### src/rtl/uart_tx_mmio.sv
// Memory-mapped 8N1 UART transmitter behind a small TX FIFO; loads return data one cycle after the request.
// Stores to a full FIFO are dropped and set a sticky overflow flag; firmware polls STATUS.tx_ready before storing.
module uart_tx_mmio #(
  parameter int CLKS_PER_BIT = 868,
  parameter int FIFO_DEPTH   = 4
) (
  input  logic        clk,
  input  logic        rst,
  input  logic        req_valid,
  input  logic        req_we,
  input  logic [3:0]  req_addr,
  input  logic [31:0] req_wdata,
  output logic [31:0] rdata,
  output logic        tx
);

  localparam int AW   = $clog2(FIFO_DEPTH);
  localparam int CNTW = AW + 1;
  localparam int CW   = $clog2(CLKS_PER_BIT);
  localparam int RL   = CLKS_PER_BIT - 1;
  localparam logic [CNTW-1:0] DEPTH_C  = FIFO_DEPTH[CNTW-1:0];
  localparam logic [CW-1:0]   RELOAD_C = RL[CW-1:0];

  typedef enum logic [1:0] {
    S_IDLE,
    S_START,
    S_DATA,
    S_STOP
  } state_t;

  state_t          r_state;
  state_t          w_state_nxt;
  logic [CW-1:0]   r_cnt;
  logic [CW-1:0]   w_cnt_nxt;
  logic [2:0]      r_idx;
  logic [2:0]      w_idx_nxt;
  logic [7:0]      r_shift;
  logic [7:0]      w_shift_nxt;
  logic            r_tx;
  logic            w_tx_nxt;

  logic [7:0]      r_mem [FIFO_DEPTH];
  logic [AW-1:0]   r_wr_ptr;
  logic [AW-1:0]   r_rd_ptr;
  logic [CNTW-1:0] r_count;
  logic            r_ovf;
  logic [31:0]     r_rdata;

  logic            w_load;
  logic            w_store;
  logic            w_push;
  logic            w_push_ok;
  logic            w_pop;
  logic            w_full;
  logic            w_empty;
  logic            w_busy;
  logic            w_ovf_clr;
  logic [31:0]     w_status;
  logic [31:0]     w_rdata_nxt;
  logic            w_unused;

  assign w_load    = req_valid & ~req_we;
  assign w_store   = req_valid & req_we;
  assign w_full    = (r_count == DEPTH_C);
  assign w_empty   = (r_count == '0);
  assign w_push    = w_store & (req_addr == 4'h8);
  assign w_push_ok = w_push & ~w_full;
  assign w_ovf_clr = w_store & (req_addr == 4'h0) & req_wdata[2];
  assign w_busy    = (r_state != S_IDLE) | ~w_empty;
  assign w_status  = {29'b0, r_ovf, w_busy, ~w_full};
  assign w_unused  = &{1'b0, req_wdata[31:8]};

  // FIFO storage needs no reset: entries are only read while the registered count covers them.
  always_ff @(posedge clk) begin
    if (w_push_ok) begin
      r_mem[r_wr_ptr] <= req_wdata[7:0];
    end
  end

  always_ff @(posedge clk or negedge rst) begin
    if (!rst) begin
      r_wr_ptr <= '0;
      r_rd_ptr <= '0;
      r_count  <= '0;
      r_ovf    <= 1'b0;
    end else begin
      if (w_push_ok) begin
        r_wr_ptr <= r_wr_ptr + AW'(1);
      end
      if (w_pop) begin
        r_rd_ptr <= r_rd_ptr + AW'(1);
      end
      case ({w_push_ok, w_pop})
        2'b10:   r_count <= r_count + CNTW'(1);
        2'b01:   r_count <= r_count - CNTW'(1);
        default: r_count <= r_count;
      endcase
      if (w_push & w_full) begin
        r_ovf <= 1'b1;
      end else if (w_ovf_clr) begin
        r_ovf <= 1'b0;
      end
    end
  end

  always_comb begin
    w_state_nxt = r_state;
    w_cnt_nxt   = r_cnt;
    w_idx_nxt   = r_idx;
    w_shift_nxt = r_shift;
    w_pop       = 1'b0;
    case (r_state)
      S_IDLE: begin
        if (!w_empty) begin
          w_pop       = 1'b1;
          w_shift_nxt = r_mem[r_rd_ptr];
          w_cnt_nxt   = RELOAD_C;
          w_state_nxt = S_START;
        end
      end
      S_START: begin
        if (r_cnt == '0) begin
          w_cnt_nxt   = RELOAD_C;
          w_idx_nxt   = 3'd0;
          w_state_nxt = S_DATA;
        end else begin
          w_cnt_nxt = r_cnt - CW'(1);
        end
      end
      S_DATA: begin
        if (r_cnt == '0) begin
          w_shift_nxt = {1'b0, r_shift[7:1]};
          w_cnt_nxt   = RELOAD_C;
          if (r_idx == 3'd7) begin
            w_state_nxt = S_STOP;
          end else begin
            w_idx_nxt = r_idx + 3'd1;
          end
        end else begin
          w_cnt_nxt = r_cnt - CW'(1);
        end
      end
      S_STOP: begin
        // A waiting byte goes straight into its start bit so frames abut with no idle gap.
        if (r_cnt == '0) begin
          if (!w_empty) begin
            w_pop       = 1'b1;
            w_shift_nxt = r_mem[r_rd_ptr];
            w_cnt_nxt   = RELOAD_C;
            w_state_nxt = S_START;
          end else begin
            w_state_nxt = S_IDLE;
          end
        end else begin
          w_cnt_nxt = r_cnt - CW'(1);
        end
      end
      default: begin
        w_state_nxt = S_IDLE;
      end
    endcase
  end

  // The line is registered from the next state so it changes only on bit boundaries.
  assign w_tx_nxt = (w_state_nxt == S_DATA) ? w_shift_nxt[0] : (w_state_nxt != S_START);

  always_ff @(posedge clk or negedge rst) begin
    if (!rst) begin
      r_state <= S_IDLE;
      r_cnt   <= '0;
      r_idx   <= 3'd0;
      r_shift <= 8'd0;
      r_tx    <= 1'b1;
    end else begin
      r_state <= w_state_nxt;
      r_cnt   <= w_cnt_nxt;
      r_idx   <= w_idx_nxt;
      r_shift <= w_shift_nxt;
      r_tx    <= w_tx_nxt;
    end
  end

  assign w_rdata_nxt = (req_addr == 4'h0) ? w_status : 32'd0;

  always_ff @(posedge clk or negedge rst) begin
    if (!rst) begin
      r_rdata <= 32'd0;
    end else if (w_load) begin
      r_rdata <= w_rdata_nxt;
    end
  end

  assign rdata = r_rdata;
  assign tx    = r_tx;

endmodule

### config.mk
export PLATFORM = sky130hd
export DESIGN_NAME = uart_tx_mmio
export DESIGN_NICKNAME = d
export VERILOG_FILES = /design/src/rtl/uart_tx_mmio.sv
export SDC_FILE = /design/constraint.sdc
export NUM_CORES = 1
export LEC_CHECK = 0
export BUFFER_PORTS_ARGS = -buffer_cell sky130_fd_sc_hd__buf_2
export CAP_MARGIN = 20
export CELL_PAD_IN_SITES_DETAIL_PLACEMENT = 2
export CELL_PAD_IN_SITES_GLOBAL_PLACEMENT = 2
export CORE_UTILIZATION = 40
export CTS_BUF_LIST = sky130_fd_sc_hd__clkbuf_4
export CTS_CLUSTER_DIAMETER = 120
export DETAILED_ROUTE_END_ITERATION = 8
export GPL_ROUTABILITY_DRIVEN = 0
export PLACE_DENSITY_LB_ADDON = 0.2
export SLEW_MARGIN = 10
export SYNTH_ARGS = -nofsm -noshare
export SYNTH_HDL_FRONTEND = slang
export SYNTH_SLANG_ARGS = --single-unit
### constraint.sdc
create_clock -name clk -period 7.45 [get_ports clk]
set_input_delay 1.1175 -clock clk [delete_from_list [all_inputs] [get_ports clk]]
set_output_delay 1.1175 -clock clk [all_outputs]
set_load 0.1 [all_outputs]
# Yosys cells after proc, flatten, opt, wreduce, memory -nomap -nowiden

Memory sizes are Yosys's and may differ from the RTL's.
Index checks and enable logic that the tools add are counted.

Flip-flop bits (word level): 64
Bits in writable memories: 32
Output and inout bits: 33
Memories: 1

Memory list:

| name  | words | width | read ports | clocked after Yosys merged registers in | wr ports | RTL line | source |
|---|---|---|---|---|---|---|---|
| r_mem | 4     | 8     | 1          | 0                                       | 1        | 42       | `logic [7:0] r_mem [FIFO_DEPTH];` |

Add/sub/neg operators: 6
Eq/ne operators: 14
Multiplexer cells: 29
Bitwise operators: 11
Reduce and logical (&&, ||, !) cells: 12

Operators with widths:

| cell                                                                  | count |
|---|---|
| 10-bit two-way mux                                                    | 3 |
| 10-bit case mux with 3 select lines                                   | 1 |
| 8-bit two-way mux                                                     | 3 |
| 8-bit case mux with 3 select lines                                    | 1 |
| 3-bit two-way mux                                                     | 4 |
| 3-bit case mux with 2 select lines                                    | 2 |
| 10-bit zero test                                                      | 1 |
| 2-bit two-way mux                                                     | 5 |
| 10-bit by 1-bit subtractor with 10-bit output (second input constant) | 1 |
| 2-bit == test (second input constant)                                 | 4 |
| 1-bit two-way mux                                                     | 8 |
| 2-bit inequality test (second input constant)                         | 4 |
| 2-bit case mux with 4 select lines                                    | 1 |
| 2-bit nonzero test                                                    | 4 |
| 1-bit bitwise AND                                                     | 7 |
| 3-bit by 1-bit adder with 3-bit output (second input constant)        | 2 |
| 3-bit == test (second input constant)                                 | 2 |
| 2-bit by 1-bit adder with 2-bit output (second input constant)        | 2 |
| 2-bit by 1-bit == test with 1-bit output (second input constant)      | 2 |
| 4-bit == test (second input constant)                                 | 1 |
| 4-bit zero test                                                       | 1 |
| 4-bit AND reduction                                                   | 1 |
| 3-bit zero test                                                       | 1 |
| 1-bit NOT                                                             | 3 |
| 8 further kinds                                                       | 8 |

# Longest topological paths before layout

Gate-level depths: netlist of the first run.

Depth in word-level cells: 6
Depth in mapped cells: 11

# Worst setup path before layout of the first run

OpenSTA, ideal clock, no wires.

Path kind: input port to flip-flop
From: input req_addr[1]
To: register r_count[2]
Library setup time: 125 ps
Data arrival time: 2701 ps
Required time: 7325 ps
Slack: 4624 ps
Stages: 10
Buffers on the path: 1
Cell sequence: nor4_1 > and3b_1 > clkbuf_1 > inv_1 > ha_1 > inv_1 > fa_1 > xor2_1 > nor2_1 > xor2_1

Longest elaborated chain between the ends: 5
Elaborated cells on any way between the ends: 7
Those cells by class: eq/ne: 3; mux: 1; bitwise: 2; reduce/logical: 1

RTL lines:

| element                                                                   | RTL line | source |
|---|---|---|
| start, declared                                                           | 11       | `input logic [3:0] req_addr,` |
| 4-bit == test *                                                           | 66       | `assign w_push = w_store & (req_addr == 4'h8);` |
| 1-bit bitwise AND *                                                       | 66       |  |
| 1-bit bitwise AND *                                                       | 67       | `assign w_push_ok = w_push & ~w_full;` |
| 2-bit by 1-bit == test with 1-bit output or 2-bit == test (tied branches) | 93       | `case ({w_push_ok, w_pop})` |
| 3-bit case mux with 2 select lines or 2-bit nonzero test (tied branches)  | -        |  |
| end signal, assigned                                                      | 94       | `2'b10: r_count <= r_count + CNTW'(1);` |
| end signal, assigned                                                      | 95       | `2'b01: r_count <= r_count - CNTW'(1);` |
| end signal, assigned                                                      | 96       | `default: r_count <= r_count;` |
| end, declared                                                             | 45       | `logic [CNTW-1:0] r_count;` |

Mark *: on every way between the ends. The rest lies on a longest branch, timed or not.
A chain may end at the register's enable or synchronous reset.

# Final worst setup path of the first run

From: register r_state[1]
To: register r_count[2]

Longest elaborated chain between the ends: 4
Elaborated cells on any way between the ends: 7
Those cells by class: eq/ne: 3; mux: 2; reduce/logical: 2

RTL lines:

| element                                                                   | RTL line | source |
|---|---|---|
| start, declared                                                           | 31       | `state_t r_state;` |
| start signal, assigned                                                    | 175      | `r_state <= w_state_nxt;` |
| 2-bit == test or 2-bit zero test (tied branches)                          | 112      | `case (r_state)` |
| 1-bit case mux with 2 select lines *                                      | 112      |  |
| via w_pop                                                                 | 53       | `logic w_pop;` |
| 2-bit by 1-bit == test with 1-bit output or 2-bit == test (tied branches) | 93       |  |
| 3-bit case mux with 2 select lines or 2-bit nonzero test (tied branches)  | -        |  |

The timed path passes the listed nets; every way through them passes the cells marked *.

==> metrics.txt, run 1 <==
Buffers on Ports=19; drt via density=5.421; Max Cap Viol=0; Area Growth Syn to Fin=6.463%; EDFF count, synth=32; Initial DRT Pass Iterations=4; post-CTS setup buffer count=0; CORE AREA=0.008678 mm²; starting density of the core=41.05%; Worst Tran Pin Value=0.8353 ns; Placed Cells incl. Taps=421; die extent in x=96.37 µm; Final Cycle Share=45.56%; WL per Instance=18.44 µm; critical setup path kind=reg2reg; final design area excluding fillers=0.003792 mm²; asr flop ratio synth=52.24%; Root Driver=clkbuf_4; number of buffers created by CTS=9; fillcell total=936; type of the tightest min-delay check=reg2reg; post-route non-filler standard cell count=437; total die area=0.009287 mm²; Final Hold Violating Endpoints=0; setup violators final=0; layout cells sized above 1=16.11%; Synth top area share=26.98%; Max VDD drop=0.1229 mV; initial drt markers=73; remaining global-route overflow=0; Mean Syn Cell Area=11.68 µm²; RSZ-0062 raised after global routing=no; most common cell in the netlist=dfrtp_1; H-tree depth=3; Leak Pwr=1.600 nW; r2r setup slk=4.06 ns; diode count=0; cts hold-fix bufs=0; Reg clk slew, reported paths=0.14 ns; outcome=completed; Yosys warnings=0; Synth Register Bits=67; vias in the first global route=2,528; first-pass GRT wire length=13,030 µm; All-Layer GR Usage=19.35%; sequential fraction of the synthesis area=51.60%; post-CTS resize count=0; largest net degree at the start of global routing=36; clk_lat worst skew=0.43 ns; HPWL after DPL=5602 µm; initial antenna violation count=0; Crit. End Element=flop; Syn Inst Count=305; post-route ant nets=0; Cell Pwr Density=379.7 mW/mm²; CTS tree=done; CP Launch Type=flop; crit path max fanout=9; Cell Rows=34; Vias=2,369; Setup TNS Final=0 ns; Clock Tree Buf Depth=2; Slew HR=44.31%; Chip Height=96.37 µm; CTS Sinks=67; Synth Cell Area=0.003562 mm²; largest area contributor in the netlist=edfxtp_1; ys flop type=dfrtp_1; Netlist cell types=55; Placed Area=0.003642 mm²; Worst EP arrival=3.75 ns; drt drc=0; Final Critical Period=3.394 ns; fmax=294.6 MHz; Req. time, crit path=7.81 ns; Area contributors post-synth=edfxtp_1 (27%), dfrtp_1 (24%), buf_4 (6.1%); num ports=73; layout net count=379; most frequent cells after synthesis=dfrtp_1 (34), edfxtp_1 (32), buf_4 (29); drt total wl=8058 µm; clock skew=0.02398 ns; Slew Viols, Final=0
where the power goes:
group	internal, mW	total (mW)	leakage (nW)	switching, mW
clock network	0.108	0.262	0.0755	0.154
registers	0.463	0.567	0.735	0.104
logic	0.229	0.612	0.790	0.383
total	0.800	1.44	1.60	0.640
per-layer routing:
metal / share of wire (%) / routed length [µm] / track usage (%)
met5: 0 / 0 / 0
met4: 1.2 / 95 / 6.618
met3: 2.3 / 188 / 4.460
met2: 51 / 4102 / 33.45
met1: 46 / 3670 / 23.80
final timing paths:
path                                           end            startpoint  depth (start not counted)
min in group asynchronous     r_idx[1]$_DFFE_PN0P_                   rst                          1
min reg2reg                   rdata[2]$_DFFE_PN0P_  rdata[2]$_DFFE_PN0P_                          2
min                           rdata[2]$_DFFE_PN0P_  rdata[2]$_DFFE_PN0P_                          2
max in group asynchronous  r_rd_ptr[1]$_DFFE_PN0P_                   rst                          1
max                         r_count[2]$_DFFE_PN0P_  r_state[1]$_DFF_PN0_                         10
max reg2reg                 r_count[2]$_DFFE_PN0P_  r_state[1]$_DFF_PN0_                         10
final cells by class:
class | count | area (µm²) | share of cell area [%]
Clock buffer | 9 | 67.56 | 1.782
Timing Repair Buffer | 20 | 102.6 | 2.705
Inverter | 15 | 56.30 | 1.485
Tap cell | 108 | 135.1 | 3.563
Multi-Input combinational cell | 211 | 1510 | 39.82
Clock inverter | 7 | 82.58 | 2.177
Sequential cell | 67 | 1838 | 48.47
critical path: stages, from the launching register on:
cell and delay (ns):
dfrtp_1 0.49, ha_1 0.38, nor4bb_1 0.37, a31oi_1 0.34
nor3_1 0.57, ha_1 0.30, inv_1 0.07, fa_1 0.38
xor2_1 0.16, nor2_1 0.11, xor2_1 0.15
registers in the layout, summed over array words and instances, names as in the netlist:
signal,count
r_ovf,1
tx,1
r_wr_ptr,2
rdata,3
r_mem,32
r_state,2
r_shift,8
r_idx,3
r_count,3
r_rd_ptr,2
r_cnt,10
logic make-up after synthesis:
kind of cell               count (synthesis)  synth area share, %
and+or+nand+nor                           77                11.59
DFF                                       67                51.60
AOI/OAI and AO/OA                         66                12.93
buffers and inverters                     55                8.957
muxes                                     17                7.622
adders and majority gates                 15                5.480
xor gates and xnor gates                   7                1.721
other                                      1               0.1053
placed cells by master, fill, tap and decap left out, drive strengths merged, types with 10 or more instances in the layout:
master / synthesis / final
edfxtp: 32 / 32
nor2: 17 / 17
nand2: 20 / 20
buf: 32 / 20
ha: 14 / 14
dfrtp: 34 / 34
inv: 15 / 19
a22o: 12 / 12
conb: 1 / 29
o21ai: 17 / 17
nand3: 10 / 10
through the flow:
step	total power, mW	setup WS, ns	hold slack (ns)	util [%]
2_1_floorplan	1.043	4.624	0.4613	-
3_3_place_gp	1.160	4.234	0.4597	41.97
3_5_place_dp	1.191	4.092	0.4716	41.97
4_1_cts	1.465	4.034	0.5031	43.70
5_1_grt	1.544	3.782	0.5251	43.70
6_report	1.440	4.056	0.4938	43.70
Note: power is estimated with default switching activity, not from simulation.
==> run 2: changes to the inputs <==
Settings changed: ABC_AREA from default to 1, CORE_UTILIZATION 40 to 31.
Clock period 7.45 ns to 3 ns, I/O delays scaled along.
==> metrics.txt, run 2 <==
outcome=finished with violations; failing checks=DRC; clock skew=0.01180 ns (-0.01218 ns); Synth Area in Compound Gates=11.11% (-1.8 points); EDFF count, synth=32 (unchanged); Syn Inst Count=408 (+34%); Crit-path slowest cell=dfrtp_1; Max VDD drop=0.2031 mV (+65%); most frequent cells in the layout=nor2_1 (63), nand2_1 (63), o21ai_0 (40); Post-Synth Adder-Cell Area=5.285% (-0.19 points); drt drc=10 (+10); initial antenna violation count=0 (unchanged); number of buffers created by CTS=9 (unchanged); post-synthesis xor/xnor area fraction=1.660% (-0.061 points); post-route non-filler standard cell count=583 (+33%); Synth Cell Area=0.003694 mm² (+3.7%); Final Cycle Share=86.93% (+41 points); number of flip-flops under the largest register name=32 (unchanged); Reg with most FFs=r_mem; asr flop ratio synth=52.24% (unchanged); Placed Cells incl. Taps=567 (+35%); Netlist cell types=41 (-25%); Slew Viols, Final=0 (unchanged); post-route ant nets=0 (unchanged); Worst EP arrival=2.91 ns (-0.84 ns); cts hold-fix bufs=0 (unchanged); CP Launch Type=flop; post-CTS resize count=0 (unchanged); clk_lat worst skew=0.42 ns (about the same); crit path cell chain=inv_1 > ha_1 > nand2_4 > nor2_4 > nand3_1 > nand2_1 > nand2_1 > inv_1 > ha_1 > inv_1 > fa_1 > a21oi_1 > o21ai_0 > xor2_1; CTS tree=done; setup violators final=0 (unchanged); Area contributors post-synth=edfxtp_1 (26%), dfrtp_1 (23%), nand2_1 (6.4%); H-tree depth=3 (unchanged); num ports=73 (unchanged); Initial DRT Pass Iterations=6 (+2); fmax=383.4 MHz (+30%); Top Registers=r_mem: 32 flops, r_cnt: 10 flops, r_shift: 8 flops; diode count=0 (unchanged); Synth top area share=26.02% (-0.96 points); r2r setup slk=0.39 ns (-3.66 ns); largest area contributor in the netlist=edfxtp_1; Leak Pwr=1.813 nW (+13%); Worst Tran Pin Value=0.8514 ns (+0.01614 ns); Yosys warnings=0 (unchanged); Final Hold Violating Endpoints=0 (unchanged); initial drt markers=85 (+16%); Buf+Inv Stages, Crit Path=3 (+2); Vias=2,801 (+18%); die extent in x=111.2 µm (+15%); critical setup path kind=reg2reg; vias in the first global route=3,032 (+20%); area of the multi-input gates=0.001531 mm² (+1.4%); WL per Instance=15.49 µm (-16%); first-pass GRT wire length=15,280 µm (+17%); most frequent CP cell=inv_1; type of the tightest min-delay check=in2async; largest family of logic cells by synthesized area=simple AND/OR/NAND/NOR gates; drt via density=4.804 (-11%); Final Critical Period=2.608 ns (-0.7862 ns); starting density of the core=32.07% (-9.0 points); Largest stage delay, worst path=0.39 ns (-0.18 ns); Setup TNS Final=0 ns (unchanged); Mean Syn Cell Area=9.053 µm² (-22%); post-synthesis mux area share=0.2710% (-7.4 points); Synth Register Bits=67 (unchanged); CP top delay family=adder cells; RSZ-0062 raised after global routing=no; crit path from=r_cnt[0]$_DFF_PN0_; fin util=34.87% (-8.8 points); ys flop type=dfrtp_1; CTS Sinks=67 (unchanged); sequential fraction of the synthesis area=49.76% (-1.8 points); Buffers on Ports=19 (unchanged); r2r endpoint=r_count[2]$_DFFE_PN0P_; All-Layer GR Usage=15.93% (-3.4 points); CORE AREA=0.01152 mm² (+33%); RR Startpoint=r_cnt[0]$_DFF_PN0_; Max Cap Viol=0 (unchanged); most frequent cells after synthesis=nand2_1 (63), nor2_1 (63), o21ai_0 (40); post-CTS setup buffer count=0 (unchanged); layout cells sized above 1=15.00% (-1.1 points); HPWL after DPL=6635 µm (+18%); Simple-Gate Fraction of Synth Area=20.19% (+8.6 points); Cell Pwr Density=519.8 mW/mm² (+37%); layout net count=490 (+29%); Slew HR=43.24% (-1.1 points); CP Capture Point=r_count[2]$_DFFE_PN0P_; Root Driver=clkbuf_4; fillcell total=1,287 (+38%); Req. time, crit path=3.31 ns (-4.50 ns); drt total wl=9030 µm (+12%); Area Growth Syn to Fin=8.706%; Clock Tree Buf Depth=2 (unchanged); critical path depth=14 (+4); largest net degree at the start of global routing=36 (unchanged); Seq. cell area=0.001838 mm² (unchanged); Crit. End Element=flop; remaining global-route overflow=0 (unchanged); Cell Rows=39 (+15%); crit path max fanout=6 (-3); R2R cell count=14 (+4); Reg clk slew, reported paths=0.11 ns (-0.03 ns); total die area=0.01236 mm² (+33%); Chip Height=111.2 µm (+15%)
-- run 2: changes by cell type in the layout (fill, tap and decap cells not counted), sizes merged, moves of 4 or more --
cell	delta
nand2	+53
and2	-4
a21o	-4
nand3	+6
o21ai	+29
nor2	+52
nor3	-5
buf	+5
inv	+23
a22o	-11
mux4	-8
mux2i	-7
-- run 2: metrics by stage --
| step | total power, mW | area, µm² | hold WS (ns) | setup WS, ns |
|---|---|---|---|---|
| after global placement | 1.390 | 3850 | 0.4617 | 0.4639 |
| after floorplan | 1.357 | 3799 | 0.1544 | 0.7238 |
| after global routing | 2.182 | 4015 | 0.1755 | 0.08201 |
| after CTS | 2.123 | 4015 | 0.1402 | 0.3530 |
| final | 2.087 | 4015 | 0.1203 | 0.3921 |
| after detailed placement | 1.414 | 3850 | 0.4714 | 0.3781 |
-- run 2: layout make-up --
cell class              instances  share of cell area [%]
well taps                     143                   4.456
repair buffers                 25                   3.490
clock buffers                  12                   2.244
inverters                      43                   4.020
clock inverters                 4                   1.870
multi-input cells             289                   38.14
flip-flops and latches         67                   45.78
-- run 2: how the worst min path moves through the flow --
stage | from | endpoint | cells after the start
floorplan | rst | r_cnt[0]$_DFF_PN0_ | 0
global placement | r_shift[4]$_DFFE_PN0P_ | r_shift[4]$_DFFE_PN0P_ | 2
detailed placement | r_shift[5]$_DFFE_PN0P_ | r_shift[5]$_DFFE_PN0P_ | 2
CTS | rst | r_cnt[7]$_DFF_PN0_ | 1
global route | rst | r_shift[7]$_DFFE_PN0P_ | 1
finish | rst | r_cnt[7]$_DFF_PN0_ | 1
-- run 2: cell families after synthesis --
kind of cell / count (synthesis)
adders and majority gates: 15
DFF: 67
AOI/OAI and AO/OA: 72
muxes: 1
buffers and inverters: 80
other: 1
xor gates and xnor gates: 7
and+or+nand+nor: 165
-- run 2: metal layers --
| layer | global-route usage, % | part of all wire [%] |
|---|---|---|
| met5 | 0 | 0 |
| met4 | 5.135 | 1.2 |
| met3 | 2.843 | 3.1 |
| met2 | 28.09 | 50 |
| met1 | 19.67 | 46 |
-- run 2: power breakdown --
group / internal [mW] / leakage [nW] / total [mW] / switching (mW)
clock network: 0.366 / 0.0838 / 0.701 / 0.334
logic: 0.0654 / 1.03 / 0.368 / 0.302
registers: 0.995 / 0.699 / 1.02 / 0.0232
==> run 3: changes to the inputs <==
Settings changed: ABC_AREA 1 to default, CORE_UTILIZATION 31 to 25, HOLD_SLACK_MARGIN from default to 0.08.
==> metrics.txt, run 3 (same netlist as run 1, synthesis figures left out) <==
first-pass GRT wire length=13,680 µm (-10%); WL per Instance=15.80 µm (+2.0%); layout net count=392 (-20%); Power, Total=3.620 mW (+73%); cts hold-fix bufs=0 (unchanged); number of buffers created by CTS=9 (unchanged); post-CTS resize count=0 (unchanged); Clock Tree Buf Depth=2 (unchanged); CP top delay family=adder cells; Req. time, crit path=3.36 ns (+0.05 ns); total die area=0.01473 mm² (+19%); CTS tree=done; Cell Pwr Density=914.1 mW/mm² (+76%); CTS Sinks=67 (unchanged); post-route ant nets=0 (unchanged); Initial DRT Pass Iterations=4 (-2); post-CTS setup buffer count=0 (unchanged); Leak Pwr=1.660 nW (-8.4%); clock share of power=16.4% (-17 points); Max Cap Viol=0 (unchanged); Internal Power=2.058 mW (+44%); pre-CTS worst setup slack=0.4510 ns (+0.07289 ns); Buf+Inv Stages, Crit Path=2 (-1); diode count=0 (unchanged); remaining global-route overflow=0 (unchanged); Root Driver=clkbuf_4; starting density of the core=25.66% (-6.4 points); initial antenna violation count=0 (unchanged); Vias=2,376 (-15%); num ports=73 (unchanged); layout cells sized above 1=18.77% (+3.8 points); Top Registers=r_mem: 32 flops, r_cnt: 10 flops, r_shift: 8 flops; Final Hold Violating Endpoints=0 (unchanged); Setup TNS Final=0 ns (unchanged); H-tree depth=3 (unchanged); initial drt markers=127 (+49%); All-Layer GR Usage=12.54% (-3.4 points); outcome=completed; Placed Area=0.003830 mm² (-0.52%); drt total wl=8234 µm (-8.8%); Reg clk slew, reported paths=0.12 ns (about the same); fin worst setup slack=0.4510 ns (+0.05890 ns); Sw Ratio=43.14% (+12 points); clock skew=0.02216 ns (+0.01036 ns); Crit. End Element=flop; most frequent cells in the layout=dfrtp_1 (34), edfxtp_1 (32), conb_1 (29); crit path cell chain=ha_1 > nor4bb_1 > a31oi_1 > nor3_1 > buf_4 > ha_1 > inv_1 > fa_1 > xor2_1 > nor2_1 > xor2_1; critical setup path kind=reg2reg; Combinational Power Share=44.8% (+27 points); CP Launch Type=flop; Seq pwr share=38.8% (-10 points); setup violators final=0 (unchanged); HPWL after DPL=5791 µm (-13%); drt drc=0 (-10); drt via density=4.560 (-5.1%); CORE AREA=0.01388 mm² (+21%); Net Sw Power=1.562 mW (+140%); fin util=28.53% (-6.3 points); clk_lat worst skew=0.44 ns (+0.02 ns); type of the tightest min-delay check=in2async; fmax=392.3 MHz (+2.3%); Final Cycle Share=84.97% (-2.0 points); Area Growth Syn to Fin=11.17%; crit path max fanout=7 (+1); Chip Height=121.4 µm (+9.2%); Worst EP arrival=2.91 ns (about the same); number of flip-flops under the largest register name=32 (unchanged); r2r setup slk=0.45 ns (+0.06 ns); largest net degree at the start of global routing=36 (unchanged); Buffers on Ports=19 (unchanged); final design area excluding fillers=0.003960 mm² (-1.4%); Slew HR=37.86% (-5.4 points); Largest stage delay, worst path=0.49 ns (+0.10 ns); Slew Viols, Final=0 (unchanged); Cell Rows=43 (+10%); Worst Tran Pin Value=0.9321 ns (+0.08063 ns); Final Critical Period=2.549 ns (-0.05890 ns); Crit-path slowest cell=dfrtp_1; RSZ-0062 raised after global routing=no; vias in the first global route=2,593 (-14%); Reg with most FFs=r_mem; die extent in x=121.4 µm (+9.2%); Max VDD drop=0.2613 mV (+29%); most common cell after layout, fill and taps aside=dfrtp_1
==> run 3: final timing paths <==
check | startpoint | endpoint | cells after the start
max in group asynchronous | rst | rdata[2]$_DFFE_PN0P_ | 1
min in group clk | req_wdata[5] | r_mem[0][5]$_DFFE_PP_ | 1
worst min-delay path | rst | r_shift[4]$_DFFE_PN0P_ | 1
worst max-delay path | r_state[1]$_DFF_PN0_ | r_count[2]$_DFFE_PN0P_ | 11
worst max register to register | r_state[1]$_DFF_PN0_ | r_count[2]$_DFFE_PN0P_ | 11
worst min register to register | rdata[2]$_DFFE_PN0P_ | rdata[2]$_DFFE_PN0P_ | 2
==> run 3: power by group through the flow <==
stage / logic, mW / clock network (mW) / registers (mW)
finish: 1.62 / 0.595 / 1.40
global route: 1.80 / 0.654 / 1.45
CTS: 1.65 / 0.633 / 1.42
detailed placement: 1.64 / 0 / 1.43
global placement: 1.60 / 0 / 1.43
floorplan: 1.22 / 0 / 1.37
==> run 3: cell type report <==
cell class / count / area (µm²)
well taps: 180 / 225.2
flip-flops and latches: 67 / 1838
inverters: 15 / 56.30
multi-input cells: 211 / 1510
clock buffers: 10 / 75.07
clock inverters: 5 / 55.05
repair buffers: 33 / 200.2
fillers: 1524 / 9921
==> run 3: metal layers <==
| layer | vias up | track usage, % | part of all wire (%) |
|---|---|---|---|
| met1 | 1197 | 15.14 | 45 |
| met2 | 39 | 20.74 | 50 |
| met3 | 12 | 3.571 | 3.0 |
| met5 | - | 0 | 0 |
| li1 | 1128 | - | - |
| met4 | 0 | 5.324 | 1.7 |
==> run 3: metrics by stage <==
step	instances	hold WS, ns
2_1_floorplan	333	0.1544
3_3_place_gp	506	0.4594
3_5_place_dp	506	0.4702
4_1_cts	521	0.1283
5_1_grt	521	0.1688
6_report	521	0.1410
